<file path="src/rtl/word_vote_if.sv">
// Bundle between the checker stage / display logic and the word vote filter.
// The master drives classification strobes and the abort; the slave (the
// filter) returns busy and the per-window word decision.
interface word_vote_if;
    logic        encode_valid;
    logic [19:0] encode;
    logic        clear;
    logic        busy;
    logic        word_valid;
    logic [4:0]  word_id;
    logic        word_reject;
    logic [3:0]  frame_errs;

    modport master (
        output encode_valid,
        output encode,
        output clear,
        input  busy,
        input  word_valid,
        input  word_id,
        input  word_reject,
        input  frame_errs
    );

    modport slave (
        input  encode_valid,
        input  encode,
        input  clear,
        output busy,
        output word_valid,
        output word_id,
        output word_reject,
        output frame_errs
    );
endinterface

</file>
<file path="src/rtl/word_vote_filter.sv">
// Word vote filter: collects per-class votes from FRAMES one-hot checker
// results, then scans the 20 counters one per cycle to pick the class with the
// most votes (lowest index on ties) and issues one registered decision per
// window. A window whose winner has fewer than THRESH votes is rejected.
module word_vote_filter #(
    parameter int FRAMES = 8,
    parameter int THRESH = 5
) (
    input  logic          clk,
    input  logic          rst_n,
    word_vote_if.slave    bus
);

    localparam int          NCLASS     = 20;
    localparam logic [3:0]  LAST_FRAME = 4'(FRAMES - 1);
    localparam logic [3:0]  THRESH_CNT = 4'(THRESH);
    localparam logic [4:0]  LAST_IDX   = 5'(NCLASS - 1);

    typedef enum logic [1:0] {
        ST_COLLECT,
        ST_SCAN,
        ST_DONE
    } state_t;

    state_t       state_q, state_d;

    logic [3:0]   vote_w [NCLASS];
    logic [3:0]   err_q;
    logic [3:0]   frame_q;
    logic [4:0]   scan_idx_q;
    logic [3:0]   best_cnt_q;
    logic [4:0]   best_idx_q;
    logic [3:0]   scan_vote;

    logic         busy_q;
    logic         word_valid_q;
    logic [4:0]   word_id_q;
    logic         word_reject_q;
    logic [3:0]   frame_errs_q;

    logic         enc_onehot;
    logic         strobe_take;
    logic         window_end;
    logic         scan_step;
    logic         decide;

    // Strobe qualification: only COLLECT accepts strobes, and clear wins over
    // a simultaneous strobe. A DONE-exit edge is not COLLECT, so that strobe
    // is dropped as well.
    always_comb begin
        enc_onehot  = (bus.encode != 20'd0) &&
                      ((bus.encode & (bus.encode - 20'd1)) == 20'd0);
        strobe_take = (state_q == ST_COLLECT) && bus.encode_valid && !bus.clear;
        window_end  = strobe_take && (frame_q == LAST_FRAME);
        scan_step   = (state_q == ST_SCAN) && !bus.clear;
        decide      = (state_q == ST_DONE) && !bus.clear;
    end

    // FSM state register.
    always_ff @(posedge clk or negedge rst_n) begin
        if (!rst_n) begin
            state_q <= ST_COLLECT;
        end else begin
            state_q <= state_d;
        end
    end

    // FSM next-state: clear aborts SCAN/DONE back to COLLECT.
    always_comb begin
        state_d = state_q;
        case (state_q)
            ST_COLLECT: begin
                if (window_end) begin
                    state_d = ST_SCAN;
                end
            end
            ST_SCAN: begin
                if (bus.clear) begin
                    state_d = ST_COLLECT;
                end else if (scan_idx_q == LAST_IDX) begin
                    state_d = ST_DONE;
                end
            end
            ST_DONE: begin
                state_d = ST_COLLECT;
            end
            default: begin
                state_d = ST_COLLECT;
            end
        endcase
    end

    // One 4-bit vote counter per class; FRAMES <= 15 so none can wrap.
    // Counters are wiped on clear and when the decision is issued.
    generate
        for (genvar gi = 0; gi < NCLASS; gi++) begin : g_vote
            logic [3:0] cnt_q;

            // Count one-hot strobes that select this class.
            always_ff @(posedge clk or negedge rst_n) begin
                if (!rst_n) begin
                    cnt_q <= 4'd0;
                end else if (bus.clear || (state_q == ST_DONE)) begin
                    cnt_q <= 4'd0;
                end else if (strobe_take && enc_onehot && bus.encode[gi]) begin
                    cnt_q <= cnt_q + 4'd1;
                end
            end

            assign vote_w[gi] = cnt_q;
        end
    endgenerate

    // Count non-one-hot strobes in the window, saturating at 15.
    always_ff @(posedge clk or negedge rst_n) begin
        if (!rst_n) begin
            err_q <= 4'd0;
        end else if (bus.clear || (state_q == ST_DONE)) begin
            err_q <= 4'd0;
        end else if (strobe_take && !enc_onehot && (err_q != 4'hF)) begin
            err_q <= err_q + 4'd1;
        end
    end

    // Count accepted strobes; wraps to 0 on the strobe that closes the window.
    always_ff @(posedge clk or negedge rst_n) begin
        if (!rst_n) begin
            frame_q <= 4'd0;
        end else if (bus.clear) begin
            frame_q <= 4'd0;
        end else if (strobe_take) begin
            frame_q <= (frame_q == LAST_FRAME) ? 4'd0 : frame_q + 4'd1;
        end
    end

    // Read port into the vote counters for the class currently being scanned.
    always_comb begin
        scan_vote = 4'd0;
        for (int k = 0; k < NCLASS; k++) begin
            if (scan_idx_q == 5'(k)) begin
                scan_vote = vote_w[k];
            end
        end
    end

    // Sequential max search; strict compare keeps the lowest index on ties.
    always_ff @(posedge clk or negedge rst_n) begin
        if (!rst_n) begin
            scan_idx_q <= 5'd0;
            best_cnt_q <= 4'd0;
            best_idx_q <= 5'd0;
        end else if (bus.clear || window_end) begin
            scan_idx_q <= 5'd0;
            best_cnt_q <= 4'd0;
            best_idx_q <= 5'd0;
        end else if (scan_step) begin
            if (scan_vote > best_cnt_q) begin
                best_cnt_q <= scan_vote;
                best_idx_q <= scan_idx_q;
            end
            if (scan_idx_q != LAST_IDX) begin
                scan_idx_q <= scan_idx_q + 5'd1;
            end
        end
    end

    // Registered decision outputs; values hold until the next decision.
    always_ff @(posedge clk or negedge rst_n) begin
        if (!rst_n) begin
            busy_q        <= 1'b0;
            word_valid_q  <= 1'b0;
            word_id_q     <= 5'd0;
            word_reject_q <= 1'b0;
            frame_errs_q  <= 4'd0;
        end else begin
            busy_q       <= (state_d != ST_COLLECT);
            word_valid_q <= decide;
            if (decide) begin
                frame_errs_q <= err_q;
                if (best_cnt_q >= THRESH_CNT) begin
                    word_id_q     <= best_idx_q + 5'd1;
                    word_reject_q <= 1'b0;
                end else begin
                    word_id_q     <= 5'd0;
                    word_reject_q <= 1'b1;
                end
            end
        end
    end

    assign bus.busy        = busy_q;
    assign bus.word_valid  = word_valid_q;
    assign bus.word_id     = word_id_q;
    assign bus.word_reject = word_reject_q;
    assign bus.frame_errs  = frame_errs_q;

endmodule

</file>
<file path="src/flat_wrapper.sv">
// flat-port wrapper written by rule: the top's interface ports become plain ports
module word_vote_filter_flat 
#(
    parameter int FRAMES = 8,
    parameter int THRESH = 5
)
  (clk, rst_n, bus_encode_valid, bus_encode, bus_clear, bus_busy, bus_word_valid, bus_word_id, bus_word_reject, bus_frame_errs);
  word_vote_if bus_i ();
  input  logic clk;
  input  logic rst_n;
  input wire logic [$bits(bus_i.encode_valid)-1:0] bus_encode_valid;
  input wire logic [$bits(bus_i.encode)-1:0] bus_encode;
  input wire logic [$bits(bus_i.clear)-1:0] bus_clear;
  output wire logic [$bits(bus_i.busy)-1:0] bus_busy;
  output wire logic [$bits(bus_i.word_valid)-1:0] bus_word_valid;
  output wire logic [$bits(bus_i.word_id)-1:0] bus_word_id;
  output wire logic [$bits(bus_i.word_reject)-1:0] bus_word_reject;
  output wire logic [$bits(bus_i.frame_errs)-1:0] bus_frame_errs;
  assign bus_i.encode_valid = bus_encode_valid;
  assign bus_i.encode = bus_encode;
  assign bus_i.clear = bus_clear;
  assign bus_busy = bus_i.busy;
  assign bus_word_valid = bus_i.word_valid;
  assign bus_word_id = bus_i.word_id;
  assign bus_word_reject = bus_i.word_reject;
  assign bus_frame_errs = bus_i.frame_errs;
  word_vote_filter #(.FRAMES(FRAMES), .THRESH(THRESH)) u_core (.clk(clk), .rst_n(rst_n), .bus(bus_i));
endmodule
</file>
<file path="config.mk">
export PLATFORM = sky130hd
export DESIGN_NAME = word_vote_filter_flat
export DESIGN_NICKNAME = d
export VERILOG_FILES = /design/src/rtl/word_vote_if.sv /design/src/rtl/word_vote_filter.sv /design/src/flat_wrapper.sv
export SDC_FILE = /design/constraint.sdc
export NUM_CORES = 1
export LEC_CHECK = 0
export CAP_MARGIN = 20
export CORE_MARGIN = 2
export CORE_UTILIZATION = 33
export DETAILED_ROUTE_END_ITERATION = 7
export DONT_BUFFER_PORTS = 1
export PLACE_DENSITY_LB_ADDON = 0.08
export REMOVE_ABC_BUFFERS = 1
export SYNTH_ARGS = -nofsm -noshare
export SYNTH_HDL_FRONTEND = slang
export SYNTH_SLANG_ARGS = --single-unit
</file>
<file path="constraint.sdc">
create_clock -name clk -period 4.9 [get_ports clk]
set_input_delay 0.735 -clock clk [delete_from_list [all_inputs] [get_ports clk]]
set_output_delay 0.735 -clock clk [all_outputs]
set_load 0.1 [all_outputs]
</file>
== Yosys cells after proc, flatten, opt, wreduce, memory -nomap -nowiden ==
Cells that the tools add are included.

* Equality and inequality tests: 24
* $lt $le $gt $ge: 2
* Bitwise operators: 1
* Add/subtract/negate cells: 25
* Multiplexer cells: 80
* Reductions and logical operators: 65

{| class="wikitable"
|+ Operators by type and width
! operator !! number
|-
| 2-to-1 mux 4 bit || 68
|-
| adder 4 x 1 -> 4 bit, second input constant || 22
|-
| nonzero test 2 bit || 26
|-
| == test 5 x 4 -> 1 bit, second input constant || 8
|-
| 2-to-1 mux 5 bit || 7
|-
| logical AND 1 bit || 29
|-
| AND 20 bit || 1
|-
| == test 5 x 3 -> 1 bit, second input constant || 4
|-
| == test 5 bit, second input constant || 4
|-
| zero test 20 bit || 1
|-
| nonzero test 20 bit || 1
|-
| subtractor 20 x 1 -> 20 bit, second input constant || 1
|-
| adder 5 x 1 -> 5 bit, second input constant || 2
|-
| == test 5 x 2 -> 1 bit, second input constant || 2
|-
| 2-to-1 mux 2 bit || 3
|-
| == test 5 x 1 -> 1 bit, second input constant || 1
|-
| zero test 5 bit || 1
|-
| inequality test 5 bit, second input constant || 1
|-
| == test 4 x 3 -> 1 bit, second input constant || 1
|-
| >= comparator 4 x 3 -> 1 bit, second input constant || 1
|-
| greater-than comparator 4 bit || 1
|-
| inequality test 4 bit, second input constant || 1
|-
| one-hot mux 2 bit (2 select lines) || 1
|-
| AND reduction 2 bit || 2
|-
| 6 further kinds || 8
|}

* Word-level logic and storage cells: 228
* Input bits: 24
* Output and inout bits: 12
* Register bits: 116

== Logic depth before layout (Yosys ltp) ==
* Depth after elaboration: 25
* Depth in mapped cells: 18

== Least setup slack after synthesis ==
OpenSTA, ideal clock, no wires.

* Path kind: reg2reg
* Start: register u_core.scan_idx_q[0]
* End: register u_core.best_cnt_q[3]
* Path buffers: 3
* Data arrival time: 3.654 ns
* Stages on the path, launching flop included: 18
* Setup slack: 1.164 ns
* Cells stage by stage: dfrtp_1 ha_1 clkbuf_1 clkbuf_1 and3_1 ha_1 nor2_1 o221ai_1 o221ai_1 a311o_1 ha_1 nor2b_1 o21a_1 o21a_1 o21ai_1 clkbuf_1 nand3_1 o21ai_0

* Longest elaborated chain between the ends: 24
* Elaborated cells on any way between the ends: 46

{| class="wikitable"
|+ RTL lines
! item !! RTL line !! source
|-
| start, declared || word_vote_filter.sv:30 || <nowiki>logic [4:0] scan_idx_q;</nowiki>
|-
| start signal, assigned || word_vote_filter.sv:162 || <nowiki>scan_idx_q <= scan_idx_q + 5'd1;</nowiki>
|-
| zero test 5 bit || word_vote_filter.sv:140 || <nowiki>if (scan_idx_q == 5'(k)) begin</nowiki>
|-
| 2-to-1 mux 4 bit (19 in a row) || word_vote_filter.sv:140 ||
|-
| 2-to-1 mux 4 bit (*) || word_vote_filter.sv:140 ||
|-
| greater-than comparator 4 bit or 2-to-1 mux 4 bit (tied branches) || word_vote_filter.sv:157 || <nowiki>if (scan_vote > best_cnt_q) begin</nowiki>
|-
| nonzero test 2 bit (no source line) or 2-to-1 mux 4 bit (tied branches) || n/a ||
|-
| AND reduction 2 bit (no source line) or 2-to-1 mux 4 bit (tied branches) || n/a ||
|-
| end signal, assigned || word_vote_filter.sv:158 || <nowiki>best_cnt_q <= scan_vote;</nowiki>
|-
| end, declared || word_vote_filter.sv:31 || <nowiki>logic [3:0] best_cnt_q;</nowiki>
|}

Every way passes the cells marked *; elsewhere a longest branch is shown, timed or not. The select of a mux whose other input is x is not followed.
A chain may end at the register's enable or synchronous reset.

== Worst setup path after layout ==
* Start: register u_core.scan_idx_q[0]
* End: register u_core.best_idx_q[0]

* Longest elaborated chain between the ends: 24
* Elaborated cells on any way between the ends: 46

{| class="wikitable"
|+ RTL lines
! item !! RTL line !! source
|-
| zero test 5 bit || word_vote_filter.sv:140 ||
|-
| 2-to-1 mux 4 bit (20 in a row) || word_vote_filter.sv:140 ||
|-
| greater-than comparator 4 bit || word_vote_filter.sv:157 ||
|-
| nonzero test 2 bit (no source line) || n/a ||
|-
| AND reduction 2 bit (no source line) || n/a ||
|-
| end signal, assigned || word_vote_filter.sv:159 || <nowiki>best_idx_q <= scan_idx_q;</nowiki>
|-
| end, declared || word_vote_filter.sv:32 || <nowiki>logic [4:0] best_idx_q;</nowiki>
|}

Several ways; a longest one is shown, not always the timed one. The select of a mux whose other input is x is not followed.

==> impl_metrics.env <==
export IMPL_finClkSkew_ns=0.0147
export IMPL_final_nets=840
export IMPL_routed_via_count=6305
export IMPL_netlist_top_cells_area="dfrtp_1 (40%), mux2i_1 (6.4%), nand2_1 (5.9%)"
export IMPL_synth_top_area_share=0.404
export IMPL_h_tree_depth=4
export IMPL_reg2reg_depth=17
export IMPL_drtPass1Iterations=5
export IMPL_powerDensity_nw_per_um2=288
export IMPL_n_antenna_cell=0
export IMPL_synth_cells=799
export IMPL_pre_cts_ws_ns=0.932
export IMPL_drive_gt1_frac=0.0768
export IMPL_slowest_delay_ns=0.42
export IMPL_clock_sinks=116
export IMPL_endpoint_kind="register"
export IMPL_cts_setup_buffers=0
export IMPL_peakVddDrop_uv=202
export IMPL_hold_worst_slack_ns=0.203
export IMPL_slowest_stage="dfrtp_1"
export IMPL_coreArea_um2=21200
export IMPL_cts_tree="done"
export IMPL_rows=53
export IMPL_layout_commonest_cell="dfrtp_1"
export IMPL_final_cell_mix="dfrtp_1 (116), nand2_1 (113), a21oi_1 (58)"
export IMPL_r2r_end="u_core.best_idx_q[0]"
export IMPL_final_hold_viol_count=0
export IMPL_cp_top_family="simple AND/OR/NAND/NOR gates"
export IMPL_worst_slack_ns=0.873
export IMPL_syn_area_per_cell_um2=8.99
export IMPL_drv_slew=0
export IMPL_area_growth_pct=12.2
export IMPL_fin_setup_tns_ns=0
export IMPL_yosysTopAreaCell="dfrtp_1"
export IMPL_setup_viol=0
export IMPL_port_buffers=0
export IMPL_ys_seq_area_frac=0.404
export IMPL_power_leakage_uw=0.00349
export IMPL_wl_per_cell_um=21.3
export IMPL_worst_setup_path_type="register to register"
export IMPL_async_flop_share=1.00
export IMPL_grt_max_degree=79
export IMPL_tightest_slew_ns=1.01
export IMPL_yosysWarnings=0
export IMPL_ys_ff_latch=116
export IMPL_path_cells="inv_1 > ha_1 > buf_4 > clkinv_1 > nor2_1 > or3_1 > o211ai_1 > nor4_1 > a311o_1 > ha_1 > nor2b_1 > o21a_1 > o21a_1 > o21ai_1 > buf_4 > nand3_1 > o21ai_0"
export IMPL_status="finished clean"
export IMPL_yosysUniqueCellTypes=66
export IMPL_clk_pin_slew_ns=0.06
export IMPL_required_ns=5.23
export IMPL_dieArea_um2=23000
export IMPL_drc_errors=0
export IMPL_gp_congestion=0.879
export IMPL_hp_class="input pin to async pin"
export IMPL_maxCapViolCount=0
export IMPL_rr_startpoint="u_core.scan_idx_q[0]"
export IMPL_io_pins=36
export IMPL_clock_path_buffers=2
export IMPL_synth_edff_count=0
export IMPL_grt_first_pass_wirelength_um=36100
export IMPL_drt_iter0_drc=424
export IMPL_cts_root_buf="clkbuf_16"
export IMPL_post_route_period_util=0.822
export IMPL_cts_resized_gates=0
export IMPL_slew_headroom=0.323
export IMPL_ctsHoldBuffers=4
export IMPL_syn_area_um2=7180
export IMPL_wl_um=22800
export IMPL_period_needed_ns=4.03
export IMPL_die_width_um=152
export IMPL_antenna_found_initial=0
export IMPL_critPathLaunchType="register"
export IMPL_cp_arrival_ns=4.36
export IMPL_grt_setup_unrepaired="false"
export IMPL_crit_buf_inv=4
export IMPL_dp_hpwl_um=15600
export IMPL_synth_ff_type="dfrtp_1"
export IMPL_crit_fanout=16
export IMPL_grt_pass1_vias=6299
export IMPL_initial_core_util=0.339
export IMPL_design_power_total_uw=2320
export IMPL_cts_buffers=17
export IMPL_fmax_mhz=248
export IMPL_r2r_slack_ns=0.87
export IMPL_clk_insertion_delay_late_ns=0.43
export IMPL_routed_via_density=5.90
export IMPL_die_h_um=152
export IMPL_drtAntennaViolNets=0
export IMPL_grt_overflow=0
export IMPL_grt_util_all_layers=0.209
==> worst max-delay path by stage <==
stage	start	endpoint	slack, ns	depth (start not counted)
after floorplan	u_core.scan_idx_q[0]	u_core.best_cnt_q[1]	0.99	14
after detailed placement	u_core.scan_idx_q[0]	u_core.best_idx_q[2]	0.93	17
after global routing	u_core.scan_idx_q[0]	u_core.best_idx_q[2]	0.51	17
after global placement	u_core.scan_idx_q[4]	u_core.best_idx_q[2]	1.11	14
after CTS	u_core.scan_idx_q[0]	u_core.best_idx_q[0]	0.90	17
final	u_core.scan_idx_q[0]	u_core.best_idx_q[0]	0.87	17
==> where the power goes <==
part / switching [uW] / internal (uW)
Clock: 452 / 819
Combinational: 60.5 / 18.0
Sequential: 7.42 / 962
==> cell families after synthesis <==
| logic type | after synthesis | share of synthesized area |
|---|---|---|
| xor+xnor | 7 | 0.00853 |
| mux | 47 | 0.0657 |
| simple gates | 312 | 0.231 |
| flops | 116 | 0.404 |
| compound gates | 194 | 0.180 |
| fa+ha+maj | 35 | 0.0603 |
| buf+inv | 88 | 0.0505 |
==> routing by layer <==
layer | vias to the layer above | track usage | routed length [um]
li1 | 2963 | - | -
met2 | 156 | 0.345 | 11000
met4 | 0 | 0.0681 | 498
met1 | 3158 | 0.273 | 10400
met5 | - | 0 | 0
met3 | 28 | 0.0437 | 977
==> flip-flops by register name, summed over array words and instances, names as in the netlist <==
signal / cells
u_core.state_q: 2
u_core.bus.word_id: 5
u_core.scan_idx_q: 5
u_core.frame_q: 4
u_core.bus.frame_errs: 4
u_core.bus.word_reject: 1
u_core.bus.busy: 1
u_core.best_cnt_q: 4
u_core.bus.word_valid: 1
u_core.err_q: 4
u_core.best_idx_q: 5
u_core.g_vote.cnt_q: 80
==> layout make-up <==
| type | instances | area [um2] |
|---|---|---|
| clock inverters | 4 | 70.1 |
| well taps | 275 | 344 |
| clock buffers | 25 | 515 |
| multi-input cells | 595 | 3930 |
| fillers | 2153 | 13200 |
| inverters | 37 | 139 |
| repair buffers | 17 | 155 |
| flip-flops and latches | 116 | 2900 |
==> worst register-to-register path: stages, from the launching register on <==
cell and delay, ns:
dfrtp_1 0.42, inv_1 0.15, ha_1 0.41, buf_4 0.28, clkinv_1 0.27, nor2_1 0.32, or3_1 0.17, o211ai_1 0.09
nor4_1 0.28, a311o_1 0.22, ha_1 0.27, nor2b_1 0.14, o21a_1 0.17, o21a_1 0.17, o21ai_1 0.17, buf_4 0.22
nand3_1 0.10, o21ai_0 0.11
==> synth_stat cells (3+ instances only) <==
cell,number
a2111o_1,3
a211o_1,3
a21oi_1,58
a221oi_1,6
a31oi_1,6
and3_1,5
buf_6,4
clkbuf_1,43
dfrtp_1,116
ha_1,32
inv_1,36
mux2i_1,46
nand2_1,113
nand2b_1,10
nand3_1,41
nand3b_1,3
nand4_1,25
nor2_1,29
nor2b_1,6
nor3_1,11
nor3b_1,3
nor4_1,5
nor4bb_1,3
o211ai_1,7
o21a_1,4
o21ai_0,28
o221ai_1,5
o22ai_1,7
o31ai_1,43
or4_1,40
xnor2_1,4
xor2_1,3
==> metrics by stage <==
stage	utilization	cells	instance area (um2)
floorplan	-	748	6960
global placement	0.349	1036	7410
detailed placement	0.349	1036	7410
CTS	0.380	1069	8060
global route	0.380	1069	8060
finish	0.380	1069	8060
(Power assumes the default switching activity.)
